$ cat src/rtl/ps2_keyboard_receiver_if.sv
// PS/2 keyboard receiver bus: board pins in, decoded key and scan-code stream out.
`timescale 1ns/1ps
interface ps2_keyboard_receiver_if;
   logic       ps2_clk;
   logic       ps2_data;
   logic [7:0] character;
   logic [7:0] scan_code;
   logic       scan_valid;
   logic       frame_error;

   modport master (
      output ps2_clk, ps2_data,
      input  character, scan_code, scan_valid, frame_error
   );

   modport slave (
      input  ps2_clk, ps2_data,
      output character, scan_code, scan_valid, frame_error
   );
endinterface

$ cat src/rtl/ps2_keyboard_receiver.sv
// Receive-only PS/2 keyboard front end: synchronise, deglitch ps2_clk, deframe
// 11-bit frames and track the currently held key from make/break codes.
`timescale 1ns/1ps
module ps2_keyboard_receiver #(
   parameter int FILTER_LEN     = 8,
   parameter int TIMEOUT_CYCLES = 10000
) (
   input  logic                        clk,
   input  logic                        rst_n,
   ps2_keyboard_receiver_if.slave      bus
);

   localparam int FILT_W = $clog2(FILTER_LEN + 1);
   localparam int TMO_W  = $clog2(TIMEOUT_CYCLES + 1);

   typedef enum logic [1:0] {IDLE, DATA, PARITY, STOP} state_t;

   logic              ps2_clk_p0, ps2_clk_p1;
   logic              ps2_data_p0, ps2_data_p1;
   logic              clk_filt, clk_filt_d;
   logic [FILT_W-1:0] filt_cnt;
   logic              strobe;

   state_t            state_q, state_d;
   logic [7:0]        shift_q;
   logic [2:0]        bit_cnt;
   logic              parity_q;
   logic [TMO_W-1:0]  tmo_cnt;
   logic              tmo_hit;
   logic              frame_good, frame_bad;
   logic              brk_q, ext_q;

   // Stage p0/p1: two-flop synchronisers, then ps2_clk level filter
   always_ff @(posedge clk or negedge rst_n) begin
      if (!rst_n) begin
         ps2_clk_p0  <= 1'b1;
         ps2_clk_p1  <= 1'b1;
         ps2_data_p0 <= 1'b1;
         ps2_data_p1 <= 1'b1;
         clk_filt    <= 1'b1;
         clk_filt_d  <= 1'b1;
         filt_cnt    <= '0;
      end else begin
         ps2_clk_p0  <= bus.ps2_clk;
         ps2_clk_p1  <= ps2_clk_p0;
         ps2_data_p0 <= bus.ps2_data;
         ps2_data_p1 <= ps2_data_p0;
         clk_filt_d  <= clk_filt;
         if (ps2_clk_p1 == clk_filt) begin
            filt_cnt <= '0;
         end else if (filt_cnt == FILT_W'(FILTER_LEN - 1)) begin
            clk_filt <= ps2_clk_p1;
            filt_cnt <= '0;
         end else begin
            filt_cnt <= filt_cnt + FILT_W'(1);
         end
      end
   end

   assign strobe  = clk_filt_d & ~clk_filt;
   assign tmo_hit = (state_q != IDLE) && !strobe &&
                    (tmo_cnt == TMO_W'(TIMEOUT_CYCLES - 1));

   // Frame FSM: timeout takes priority, otherwise advance on strobes only
   always_comb begin
      state_d    = state_q;
      frame_good = 1'b0;
      frame_bad  = 1'b0;
      if (tmo_hit) begin
         state_d   = IDLE;
         frame_bad = 1'b1;
      end else if (strobe) begin
         case (state_q)
            IDLE:    if (!ps2_data_p1) state_d = DATA;
            DATA:    if (bit_cnt == 3'd7) state_d = PARITY;
            PARITY:  state_d = STOP;
            STOP: begin
               state_d = IDLE;
               if (ps2_data_p1 && (^{shift_q, parity_q}))
                  frame_good = 1'b1;
               else
                  frame_bad = 1'b1;
            end
            default: state_d = IDLE;
         endcase
      end
   end

   always_ff @(posedge clk or negedge rst_n) begin
      if (!rst_n) begin
         state_q  <= IDLE;
         shift_q  <= '0;
         bit_cnt  <= '0;
         parity_q <= 1'b0;
         tmo_cnt  <= '0;
      end else begin
         state_q <= state_d;
         if (strobe || state_q == IDLE || tmo_hit)
            tmo_cnt <= '0;
         else
            tmo_cnt <= tmo_cnt + TMO_W'(1);
         if (strobe && !tmo_hit) begin
            case (state_q)
               IDLE:   bit_cnt <= '0;
               DATA: begin
                  shift_q <= {ps2_data_p1, shift_q[7:1]};
                  bit_cnt <= bit_cnt + 3'd1;
               end
               PARITY: parity_q <= ps2_data_p1;
               default: ;
            endcase
         end
      end
   end

   // Stage out: publish byte and decode make/break/extended prefixes
   always_ff @(posedge clk or negedge rst_n) begin
      if (!rst_n) begin
         bus.scan_code   <= '0;
         bus.scan_valid  <= 1'b0;
         bus.frame_error <= 1'b0;
         bus.character   <= '0;
         brk_q           <= 1'b0;
         ext_q           <= 1'b0;
      end else begin
         bus.scan_valid  <= frame_good;
         bus.frame_error <= frame_bad;
         if (frame_good) begin
            bus.scan_code <= shift_q;
            if (shift_q == 8'hE0) begin
               ext_q <= 1'b1;
            end else if (shift_q == 8'hF0) begin
               brk_q <= 1'b1;
            end else begin
               // Extended keys are not tracked; a released key only clears if it is the held one
               if (!ext_q) begin
                  if (brk_q) begin
                     if (shift_q == bus.character) bus.character <= 8'h00;
                  end else begin
                     bus.character <= shift_q;
                  end
               end
               ext_q <= 1'b0;
               brk_q <= 1'b0;
            end
         end
      end
   end

endmodule

$ cat src/flat_wrapper.sv
// flat-port wrapper written by rule: the top's interface ports become plain ports
module ps2_keyboard_receiver_flat 
#(
   parameter int FILTER_LEN     = 8,
   parameter int TIMEOUT_CYCLES = 10000
)
  (clk, rst_n, bus_ps2_clk, bus_ps2_data, bus_character, bus_scan_code, bus_scan_valid, bus_frame_error);
  ps2_keyboard_receiver_if bus_i ();
  input  logic clk;
  input  logic rst_n;
  input wire logic [$bits(bus_i.ps2_clk)-1:0] bus_ps2_clk;
  input wire logic [$bits(bus_i.ps2_data)-1:0] bus_ps2_data;
  output wire logic [$bits(bus_i.character)-1:0] bus_character;
  output wire logic [$bits(bus_i.scan_code)-1:0] bus_scan_code;
  output wire logic [$bits(bus_i.scan_valid)-1:0] bus_scan_valid;
  output wire logic [$bits(bus_i.frame_error)-1:0] bus_frame_error;
  assign bus_i.ps2_clk = bus_ps2_clk;
  assign bus_i.ps2_data = bus_ps2_data;
  assign bus_character = bus_i.character;
  assign bus_scan_code = bus_i.scan_code;
  assign bus_scan_valid = bus_i.scan_valid;
  assign bus_frame_error = bus_i.frame_error;
  ps2_keyboard_receiver #(.FILTER_LEN(FILTER_LEN), .TIMEOUT_CYCLES(TIMEOUT_CYCLES)) u_core (.clk(clk), .rst_n(rst_n), .bus(bus_i));
endmodule
$ cat config.mk
export PLATFORM = sky130hd
export DESIGN_NAME = ps2_keyboard_receiver_flat
export DESIGN_NICKNAME = d
export VERILOG_FILES = /design/src/rtl/ps2_keyboard_receiver_if.sv /design/src/rtl/ps2_keyboard_receiver.sv /design/src/flat_wrapper.sv
export SDC_FILE = /design/constraint.sdc
export NUM_CORES = 1
export LEC_CHECK = 0
export CAP_MARGIN = 20
export CORE_MARGIN = 5
export CORE_UTILIZATION = 45
export CTS_BUF_LIST = sky130_fd_sc_hd__clkbuf_8
export DETAILED_ROUTE_END_ITERATION = 7
export HOLD_SLACK_MARGIN = 0.06
export MAX_ROUTING_LAYER = met4
export SYNTH_ARGS = -nofsm -noshare
export SYNTH_HDL_FRONTEND = slang
export SYNTH_SLANG_ARGS = --single-unit
$ cat constraint.sdc
create_clock -name clk -period 2.7 [get_ports clk]
set_input_delay 0.54 -clock clk [delete_from_list [all_inputs] [get_ports clk]]
set_output_delay 0.54 -clock clk [all_outputs]
set_load 0.005 [all_outputs]
**Word-level counts from Yosys, hierarchy flattened**

Cells that the tools add are included.

- Bits in registers: 58
- Bits of input ports: 4
- Output and inout port bits: 18
- Logic and storage cells: 84

- Add/sub/neg operators: 3
- Equal/unequal tests: 14
- Muxes and demuxes: 22
- Bitwise logic cells: 6
- Reductions and logical operators: 21

Operators by type and width:

| cell | number |
|---|---|
| $eq 8x8->1 const B | 2 |
| $mux 8 | 2 |
| $add 14x1->14 const B | 1 |
| $eq 14x14->1 const B | 1 |
| $mux 14 | 1 |
| $reduce_and 2->1 | 6 |
| $mux 1 | 11 |
| $reduce_xor 9->1 | 1 |
| $eq 8x8->1 | 1 |
| $mux 2 | 4 |
| $mux 4 | 2 |
| $pmux 2 s4 | 1 |
| $pmux 3 s2 | 1 |
| $reduce_bool 2->1 | 3 |
| $not 1->1 | 5 |
| $reduce_and 5->1 | 1 |
| $add 4x1->4 const B | 1 |
| $eq 2x2->1 const B | 2 |
| $eq 4x3->1 const B | 1 |
| $logic_and 1x1->1 | 4 |
| $add 3x1->3 const B | 1 |
| $eq 3x3->1 const B | 1 |
| $ne 3x1->1 const B | 1 |
| $ne 3x3->1 const B | 1 |
| 9 further kinds | 11 |

**Logic depth before layout (Yosys ltp)**

Gate-level depths: netlist of run 1.

- Word-level depth: 8
- Depth in mapped cells: 7

**Worst setup path before layout of run 1**

No wires, ideal clock.

- Path kind: register to register
- From: register u_core.shift_q[3]
- To: register u_core.bus.scan_code[0]
- Setup time: 125 ps
- Arrival time: 2016 ps
- Path slack: 559 ps
- Stages on the path, launching flop included: 8
- Buffers on the path: 2
- Period minus slack after synthesis: 2141 ps
- Cells stage by stage: dfrtp_1 buf_2 xor2_1 xnor3_1 mux2_4 or2_4 buf_6 mux2_4

- Word-level cells in the longest chain between the ends: 6

Ends and longest elaborated chain:

| element | RTL line | RTL |
|---|---|---|
| start, declared | ps2_keyboard_receiver.sv:25 | `logic [7:0] shift_q;` |
| start signal, assigned | ps2_keyboard_receiver.sv:106 | `shift_q <= {ps2_data_p1, shift_q[7:1]};` |
| $reduce_xor 9->1 | ps2_keyboard_receiver.sv:79 | `if (ps2_data_p1 && (^{shift_q, parity_q}))` |
| $logic_and 1x1->1 | ps2_keyboard_receiver.sv:79 |  |
| $mux 1 | ps2_keyboard_receiver.sv:79 |  |
| $mux 1 | ps2_keyboard_receiver.sv:73 | `case (state_q)` |
| $mux 1 | ps2_keyboard_receiver.sv:72 | `end else if (strobe) begin` |
| $mux 1 | ps2_keyboard_receiver.sv:69 | `if (tmo_hit) begin` |
| end signal, assigned | ps2_keyboard_receiver.sv:129 | `bus.scan_code <= shift_q;` |
| end, declared | ps2_keyboard_receiver_if.sv:18 | `output character, scan_code, scan_valid, frame_error` |

No other way between the ends.
A chain may end at the register's enable or synchronous reset.

**Final worst setup path of run 1**

- From: register u_core.shift_q[2]
- To: register u_core.bus.character[5]

- Word-level cells in the longest chain between the ends: 7
- Elaborated cells between the ends (all ways): 13

Ends and longest elaborated chain:

| element | RTL line | RTL |
|---|---|---|
| $reduce_xor 9->1 | ps2_keyboard_receiver.sv:79 |  |
| $logic_and 1x1->1 | ps2_keyboard_receiver.sv:79 |  |
| $mux 1 | ps2_keyboard_receiver.sv:79 |  |
| $mux 1 | ps2_keyboard_receiver.sv:73 |  |
| $mux 1 | ps2_keyboard_receiver.sv:72 |  |
| $mux 1 | ps2_keyboard_receiver.sv:69 |  |
| $reduce_and 5->1 (no source line) * | n/a |  |
| end signal, assigned | ps2_keyboard_receiver.sv:140 | `bus.character <= shift_q;` |
| end, declared | ps2_keyboard_receiver_if.sv:18 |  |

Mark *: on every way between the ends. The rest lies on a longest branch, timed or not.

==> flow_summary.ini, run 1 <==
[detailed_routing]
postRouteAntennaNets = 0
routedWlPerCell_um = 13.9
drtIter0Drc = 44
vias = 1673
drc = 0
routed_wl_mm = 4.65
firstDrtPassIters = 4
routed_via_density = 4.99

[synthesis]
syn_inst = 226
syn_area_mm2 = 0.00270
yosysSeqAreaShare_pct = 54.1
synthSimpleGateAreaFrac_pct = 14.6
synth_area_per_cell_um2 = 11.9
synth_compound_area_share_pct = 3.85
synth-xor-area-share_pct = 9.79
synth_warnings = 0
muxShareOfSynthArea_pct = 11.8
ys_seq_elements = 58
synthAdderAreaFrac_pct = 3.71
synth_top_family_by_area = simple AND/OR/NAND/NOR gates
yosys.cell_types.count = 33
syn-num-nets = 238

[timing]
slew_headroom_pct = 64.6
setup_tns_ns = 0
period_needed_ns = 2.30
hold_violations = 0
setup_viol = 0
rsz0062_at_grt = no
tightest_slew_ns = 0.531
fmaxAchievable_mhz = 435
fin_skew_ns = 0.00736
fin_crit_sh_pct = 85.2
drv_slew = 0

[clock_network]
post_cts_buffers = 0
htree_levels = 3
clock_sinks = 58
ctsResizeCount = 0
cts-root-buf = clkbuf_8
clk_latency_ns = 0.34
cts_tree = done
numCtsBuffers = 9
cts.path.max_buffers = 2
cts.hold.buffers_added = 0
clk_pin_slew_worst_paths_ns = 0.07

[placement]
port-buffer-count = 21
gp_congestion = 0.775
dpl_cell_area_mm2 = 0.00299
dp_hpwl_mm = 3.28

[cells_and_area]
layout_commonest_cell = dfrtp_1
mostFrequentLayoutCells = dfrtp_1 (52), nor2_1 (21), clkdlybuf4s50_1 (20), mux2_2 (19), nand2_1 (18)
syn2layout_area_growth_pct = 19.2
nets = 267
fill_cells = 523
drive_above_1_share_pct = 21.2
design_area_mm2 = 0.00321
diodes = 0

[power]
total_power_w = 0.00266
irDropWorstVdd_uv = 515
power_density_mw_per_mm2 = 829
p_leak_nw = 1.53

[grt]
globalRouteOverflowTotal = 0
grt_pass1_vias = 1670
grt_usage_pct = 14.6
antenna_found_initial = 0
grt_pass1_wl_mm = 8.01
grt_max_degree = 23

[die]
rows = 28
initial_utilization_pct = 45.8
die_area_mm2 = 0.00764
die_h_um = 87.4
core_area_mm2 = 0.00589
ioPinCount = 22
die_x_um = 87.4

[critical_path]
required_ns = 2.92
worst_setup_path_start_kind = flop
regToRegStartpoint = u_core.shift_q[2]
critPathMaxFanout = 8
crit_start = u_core.shift_q[2]
critical_path_class = flop to flop
arrival_ns = 2.52
worst_setup_path_end_kind = flop

[hold_path]
hold_path_class = input pin to asynchronous set/reset pin

[run]
max_cap_violations = 0

[run_status]
status = finished, final reports clean
through the flow:
step / util (%) / setup slack (ns) / hold slack [ns] / std cells
4_1_cts: 54.6 / 0.392 / 0.137 / 335
2_1_floorplan: - / 0.559 / 0.244 / 226
3_5_place_dp: 50.7 / 0.398 / 0.347 / 319
6_report: 54.6 / 0.401 / 0.134 / 335
3_3_place_gp: 50.7 / 0.487 / 0.346 / 319
5_1_grt: 54.6 / 0.284 / 0.148 / 335
report_power, final:
group          internal, W  switching [W]  leakage [nW]
clock network     0.000545       0.000355         0.112
registers          0.00101       0.000136         0.772
logic             0.000315       0.000298         0.647
synthesized netlist by cell type, drive strengths merged:
master | number | area share (%)
mux2 | 26 | 12
xnor3 | 2 | 1.7
nor2 | 21 | 2.9
o31ai | 1 | 0.28
or4b | 1 | 0.37
o21ai | 6 | 1.1
nand2 | 18 | 2.5
nand4 | 4 | 0.93
nor4b | 1 | 0.32
a22o | 1 | 0.32
buf | 3 | 0.79
ha | 8 | 3.7
dfrtp | 52 | 48
o22a | 2 | 0.65
nor3 | 7 | 1.3
xnor2 | 17 | 5.5
a21oi | 1 | 0.19
and3 | 2 | 0.46
inv | 7 | 0.97
clkbuf | 3 | 0.42
nand3 | 9 | 1.7
xor2 | 8 | 2.6
a32o | 2 | 0.74
or2 | 1 | 0.32
nand2b | 3 | 0.70
dfstp | 6 | 5.8
a21o | 1 | 0.28
nor2b | 10 | 2.3
and4 | 1 | 0.32
o21a | 1 | 0.28
nand3b | 1 | 0.42
final cells by class:
type,instances,area (um^2),area share [%]
Multi-Input combinational cell,155,1180,36.7
Tap cell,75,93.8,2.92
Sequential cell,58,1460,45.4
Inverter,7,26.3,0.817
Clock buffer,10,138,4.28
Clock inverter,6,90.1,2.80
Timing Repair Buffer,24,228,7.08
layer usage:
| layer | wire length [um] | track usage (%) | vias to the layer above |
|---|---|---|---|
| met2 | 2010 | 19.8 | 29 |
| li1 | - | - | 820 |
| met3 | 197 | 4.82 | 11 |
| met4 | 128 | 8.37 | 0 |
| met1 | 2320 | 18.9 | 813 |
| met5 | 0 | - | - |
final timing paths:
path	endpoint	slack [ns]	cells after the start
min in group clk	u_core.ps2_data_p1	0.36	0
max	u_core.bus.character[5]	0.40	5
min reg2reg	u_core.ps2_data_p1	0.36	0
min	u_core.state_q[0]	0.13	1
max in group asynchronous	u_core.clk_filt	1.91	2
max reg2reg	u_core.bus.character[5]	0.40	5
logic make-up (layout without fill, tap and decap cells):
logic type / count (synthesis) / count (layout)
XOR/XNOR: 27 / 27
adder cells (fa/ha/maj): 8 / 8
multiplexers: 26 / 26
buffers and inverters: 13 / 47
AND/OR/NAND/NOR: 79 / 79
AO/OA/AOI/OAI: 15 / 15
flip-flops: 58 / 58
worst max-delay path: stages (launching register included):
cell and delay, ns:
dfrtp_1 0.47, or4b_2 0.69, nor3_1 0.32, nor3_1 0.10
nand3b_2 0.23, mux2_2 0.37
flip-flops by register name, indices dropped and copies added, names as in the netlist:
| register | cells |
|---|---|
| u_core.clk_filt | 1 |
| u_core.filt_cnt | 4 |
| u_core.brk_q | 1 |
| u_core.bus.scan_code | 8 |
| u_core.ps2_clk_p1 | 1 |
| u_core.bus.scan_valid | 1 |
| u_core.ps2_clk_p0 | 1 |
| u_core.clk_filt_d | 1 |
| u_core.ps2_data_p1 | 1 |
| u_core.parity_q | 1 |
| u_core.ps2_data_p0 | 1 |
| u_core.state_q | 2 |
| u_core.bit_cnt | 3 |
| u_core.ext_q | 1 |
| u_core.tmo_cnt | 14 |
| u_core.shift_q | 8 |
| u_core.bus.frame_error | 1 |
| u_core.bus.character | 8 |
(Power assumes the default switching activity.)
==> run 2: changes to the inputs <==
--- a/config.mk
+++ b/config.mk
@@ -5,8 +5,6 @@
 export SDC_FILE = /design/constraint.sdc
 export NUM_CORES = 1
 export LEC_CHECK = 0
-export CAP_MARGIN = 20
-export CORE_MARGIN = 5
 export CORE_UTILIZATION = 45
 export CTS_BUF_LIST = sky130_fd_sc_hd__clkbuf_8
 export DETAILED_ROUTE_END_ITERATION = 7
==> run 2 against run 1 <==
Setup slack got worse by 0.012 ns. Clock-buffer cell count unchanged. Total power decreased by 0.23%. Critical path type unchanged. Sequential share of layout area about the same. Largest cell class unchanged.
==> flow_summary.ini, run 2 (synthesized netlist as in run 1, its figures left out) <==
[critical_path]
r2r-end = u_core.bus.character[1]
cp_slowest_cell = or4b_2
critPathMaxFanout = 8
crit_start = u_core.shift_q[2]
rrSetupSlack_ns = 0.39
worstPathCellList = or4b_2 > nor3_1 > nor3_1 > nand3b_2 > mux2_2
worstPathBufferInverterCount = 0
cp_slowest_stage_delay_ns = 0.69
r2r_cells = 5
critical_path_class = flop to flop
crit_end = u_core.bus.character[1]
required_ns = 2.92
worst-path-stages = 5
crit_family = simple AND/OR/NAND/NOR gates
regToRegStartpoint = u_core.shift_q[2]
worst_setup_path_end_kind = flop
cpMostUsedCell = nor3_1
worst_setup_path_start_kind = flop
arrival_ns = 2.53

[grt]
gr-usage-met3_pct = 4.11
grtUsageMet2_pct = 22.9
globalRouteOverflowTotal = 0
grt_max_degree = 31
grt_pass1_wl_mm = 8.00
grt.busiest_layer = met1
grt_pass1_vias = 1613
use_met1_pct = 25.4
antenna_found_initial = 0
grt_usage_pct = 17.8

[die]
die_area_mm2 = 0.00631
rows = 27
die_h_um = 79.4
die_x_um = 79.4
initial_utilization_pct = 47.8
ioPinCount = 22
core_area_mm2 = 0.00564

[detailed_routing]
routed_via_density = 4.95
firstDrtPassIters = 4
routedWlPerCell_um = 13.8
drtIter0Drc = 116
postRouteAntennaNets = 0
drc = 0
vias = 1645
routed_wl_mm = 4.58

[cells_and_area]
diodes = 0
largest_register = u_core.tmo_cnt
mostFrequentLayoutCells = dfrtp_1 (52), nor2_1 (21), clkdlybuf4s50_1 (20), mux2_2 (19), nand2_1 (18)
final_core_util_pct = 57.0
layout_commonest_cell = dfrtp_1
final_cells = 332
nets = 267
drive_above_1_share_pct = 21.2
design_area_mm2 = 0.00321
syn2layout_area_growth_pct = 19.1
largest_reg_flops = 14

[timing]
tightest_slew_ns = 0.679
slew_headroom_pct = 54.7
fin_skew_ns = 0.00610
rsz0062_at_grt = no
fin_crit_sh_pct = 85.6
hold_violations = 0
period_needed_ns = 2.31
drv_slew = 0
setup_viol = 0
fmaxAchievable_mhz = 433
setup_tns_ns = 0

[clock_network]
clock_sinks = 58
cts_tree = done
numCtsBuffers = 9
clk_latency_ns = 0.33
clk_pin_slew_worst_paths_ns = 0.07
cts.path.max_buffers = 2
ctsResizeCount = 0
cts-root-buf = clkbuf_8
post_cts_buffers = 0
cts.hold.buffers_added = 0
htree_levels = 3

[placement]
port-buffer-count = 21
dp_hpwl_mm = 3.04
gp_congestion = 0.800
post-place-cells = 316
dpl_cell_area_mm2 = 0.00300

[hold_path]
hold_path_class = input pin to asynchronous set/reset pin

[run]
max_cap_violations = 0

[power]
p_leak_nw = 1.54
power_density_mw_per_mm2 = 827
irDropWorstVdd_uv = 490

[run_status]
status = finished, final reports clean
==> run 2: how the worst min path moves through the flow <==
| stage | from | to | slack [ns] | depth (start not counted) |
|---|---|---|---|---|
| after floorplan | rst_n | u_core.bit_cnt[0] | 0.24 | 0 |
| after global placement | u_core.ps2_clk_p0 | u_core.ps2_clk_p1 | 0.35 | 0 |
| after detailed placement | u_core.ps2_clk_p0 | u_core.ps2_clk_p1 | 0.35 | 0 |
| after CTS | rst_n | u_core.filt_cnt[1] | 0.26 | 1 |
| after global routing | rst_n | u_core.filt_cnt[1] | 0.29 | 1 |
| final | rst_n | u_core.filt_cnt[1] | 0.24 | 1 |
==> run 2: area by class of cell <==
type	count	area [um^2]
Inverter	7	26.3
Multi-Input combinational cell	155	1180
Tap cell	72	90.1
Fill cell	499	2430
Clock inverter	6	80.1
Sequential cell	58	1460
Timing Repair Buffer	24	240
Clock buffer	10	138
==> run 2: where the power goes <==
group	internal, W	total [W]	switching [W]
logic	0.000324	0.000643	0.000320
clock network	0.000538	0.000875	0.000337
registers	0.00101	0.00114	0.000125
==> run 2: layer usage <==
metal  vias up  routed length [um]  share of wire, %
li1        824                   -                 -
met3        12                 136               3.0
met5         -                   0                 0
met2        26                1830                40
met4         0                 122               2.7
met1       783                2490                54
==> run 2: metrics by stage <==
stage | hold slack (ns) | setup slack (ns) | power (W)
6_report | 0.238 | 0.389 | 0.00266
5_1_grt | 0.286 | 0.270 | 0.00284
4_1_cts | 0.256 | 0.399 | 0.00269
3_5_place_dp | 0.347 | 0.421 | 0.00180
3_3_place_gp | 0.347 | 0.479 | 0.00179
2_1_floorplan | 0.244 | 0.559 | 0.00163
==> run 3: changes to the inputs <==
--- a/config.mk
+++ b/config.mk
@@ -5,6 +5,7 @@
 export SDC_FILE = /design/constraint.sdc
 export NUM_CORES = 1
 export LEC_CHECK = 0
+export ABC_AREA = 1
 export CORE_UTILIZATION = 45
 export CTS_BUF_LIST = sky130_fd_sc_hd__clkbuf_8
 export DETAILED_ROUTE_END_ITERATION = 7
==> run 3 against run 2 <==
Total power fell by 15%. Routed wire length grew 20%. Maximum frequency grew 19%. Synthesized cell count rose by 46%. Critical endpoint is now u_core.bus.scan_code[5]. Critical path type unchanged. Highest routed layer unchanged.
==> flow_summary.ini, run 3 <==
[die]
die_h_um = 81.2
die_area_mm2 = 0.00660
core_area_mm2 = 0.00599
die_x_um = 81.2
rows = 28
ioPinCount = 22
initial_utilization_pct = 47.1

[timing]
period_needed_ns = 1.94
fin_crit_sh_pct = 71.8
slew_headroom_pct = 51.8
fmaxAchievable_mhz = 516
tightest_slew_ns = 0.723
hold_violations = 0
fin_skew_ns = 0.00885
worst_slack_ns = 0.761
hold-worst-slack_ns = 0.329
drv_slew = 0
setup_viol = 0
rsz0062_at_grt = no
setup_tns_ns = 0

[clock_network]
clk_pin_slew_worst_paths_ns = 0.06
htree_levels = 3
cts-root-buf = clkbuf_8
ctsResizeCount = 0
cts.hold.buffers_added = 0
clk_latency_ns = 0.34
numCtsBuffers = 9
cts.path.max_buffers = 2
cts_tree = done
clock_sinks = 58
post_cts_buffers = 0

[cells_and_area]
drive_above_1_share_pct = 11.5
multi_input_comb_area_mm2 = 0.00117
fill_cells = 573
nets = 371
mostFrequentLayoutCells = nand2_1 (84), dfrtp_1 (52), inv_1 (43), nor2_1 (30)
largest_register = u_core.tmo_cnt
largest_reg_flops = 14
final_cells = 439
layout_commonest_cell = nand2_1
design_area_mm2 = 0.00330
diodes = 0
syn2layout_area_growth_pct = 17.0
regArea_mm2 = 0.00146

[placement]
port-buffer-count = 21
gp_congestion = 0.754
pre_cts_slack_ns = 0.787
dpl_cell_area_mm2 = 0.00311
post-place-cells = 423
dp_hpwl_mm = 3.76

[synthesis]
synth_common_cells = nand2_1 (84), dfrtp_1 (52), inv_1 (40), nor2_1 (30), o21ai_0 (20)
yosysSeqAreaShare_pct = 51.7
synth.top_cell.area_share_pct = 46.1
ys_async_sr_fraction_pct = 100
syn-num-nets = 342
synth_edf_count = 0
synth_area_per_cell_um2 = 8.56
syn_area_mm2 = 0.00282
ys.flop_type = dfrtp_1
synth_warnings = 0
yosys-top-cells-area = dfrtp_1 (46%), nand2_1 (11%), dfstp_2 (5.6%)
syn_inst = 330
yosys.cell_types.count = 32
synth_largest_area_cell = dfrtp_1
ys_seq_elements = 58
yosysMostFrequentCell = nand2_1

[grt]
grtUsageMet2_pct = 27.3
grt_max_degree = 59
use_met1_pct = 27.5
antenna_found_initial = 0
grt.busiest_layer = met1
globalRouteOverflowTotal = 0
grt_pass1_vias = 2047
grt_pass1_wl_mm = 9.44
grt_usage_pct = 20.0
gr-usage-met3_pct = 4.38

[power]
irDropWorstVdd_uv = 335
p_leak_nw = 1.62
power_density_mw_per_mm2 = 687

[critical_path]
regToRegStartpoint = u_core.shift_q[7]
critical_path_class = flop to flop
worst_setup_path_end_kind = flop
arrival_ns = 2.16
rrSetupSlack_ns = 0.76
r2r-end = u_core.bus.scan_code[5]
r2r_cells = 12
worst_setup_path_start_kind = flop
required_ns = 2.92
critPathMaxFanout = 17

[detailed_routing]
vias = 2205
routedWlPerCell_um = 12.5
routed_wl_mm = 5.48
postRouteAntennaNets = 0
drtIter0Drc = 108
drc = 0
firstDrtPassIters = 5
routed_via_density = 5.02

[run_status]
status = finished, final reports clean

[hold_path]
hold_path_class = input pin to asynchronous set/reset pin

[run]
max_cap_violations = 0
==> run 3: cell count changes after synthesis, sizes merged, moves of 3 or more <==
cell,before,now
nor2,21,32
nand4,4,12
xnor2,17,7
nand3,9,20
nor2b,10,0
a21oi,1,10
nand2b,3,0
xor2,8,3
nand2,18,87
o21ai,6,28
mux2,26,1
inv,7,43
==> run 3: worst max-delay path by stage <==
stage | startpoint | endpoint | cells past startpoint
6_report | u_core.shift_q[7] | u_core.bus.scan_code[5] | 12
5_1_grt | u_core.shift_q[7] | u_core.bus.scan_code[7] | 12
4_1_cts | u_core.shift_q[7] | u_core.bus.scan_code[7] | 10
3_5_place_dp | u_core.shift_q[7] | u_core.bus.scan_code[0] | 12
3_3_place_gp | u_core.clk_filt_d | u_core.bus.character[1] | 8
2_1_floorplan | u_core.clk_filt_d | u_core.state_q[0] | 8
==> run 3: kinds of logic (layout without fill, tap and decap cells) <==
logic type	count (synthesis)	in the layout	share of synthesized area (%)
fa+ha+maj	8	8	3.54
xor+xnor	10	10	3.10
mux	1	1	0.399
simple gates	160	160	24.6
flops	58	58	51.7
buf+inv	48	82	6.82
compound gates	45	45	9.84
==> run 3: stage by stage <==
step                util (%)  power [W]
detailed placement      51.9    0.00148
finish                  55.2    0.00227
global route            55.2    0.00241
floorplan                  -    0.00136
CTS                     55.2    0.00229
global placement        51.9    0.00147
==> run 3: power by group <==
group	internal (W)	switching, W
Sequential	0.000962	0.0000653
Clock	0.000465	0.000338
Combinational	0.000142	0.000297
Total	0.00157	0.000700
==> run 3: layer usage <==
metal / wire length, um / up-vias
met4: 97 / 0
met1: 2970 / 1023
met3: 211 / 8
li1: - / 1129
met5: 0 / -
met2: 2200 / 45
==> run 3: final cells by class <==
cell class / count / area share [%]
clock inverters: 5 / 1.40
repair buffers: 23 / 6.66
inverters: 43 / 4.88
flip-flops and latches: 58 / 44.1
well taps: 75 / 2.84
clock buffers: 11 / 4.58
multi-input cells: 224 / 35.5
==> run 3: worst max-delay path, stage by stage (launching register included) <==
cell	delay (ns)
dfrtp_1	0.46
inv_2	0.16
nand2_1	0.09
nand2_1	0.06
nand2_1	0.06
nand2_1	0.06
nand2_1	0.08
nand3_1	0.09
nand2_2	0.07
nor2_4	0.29
nand2_4	0.23
nand2_1	0.13
o21ai_2	0.05
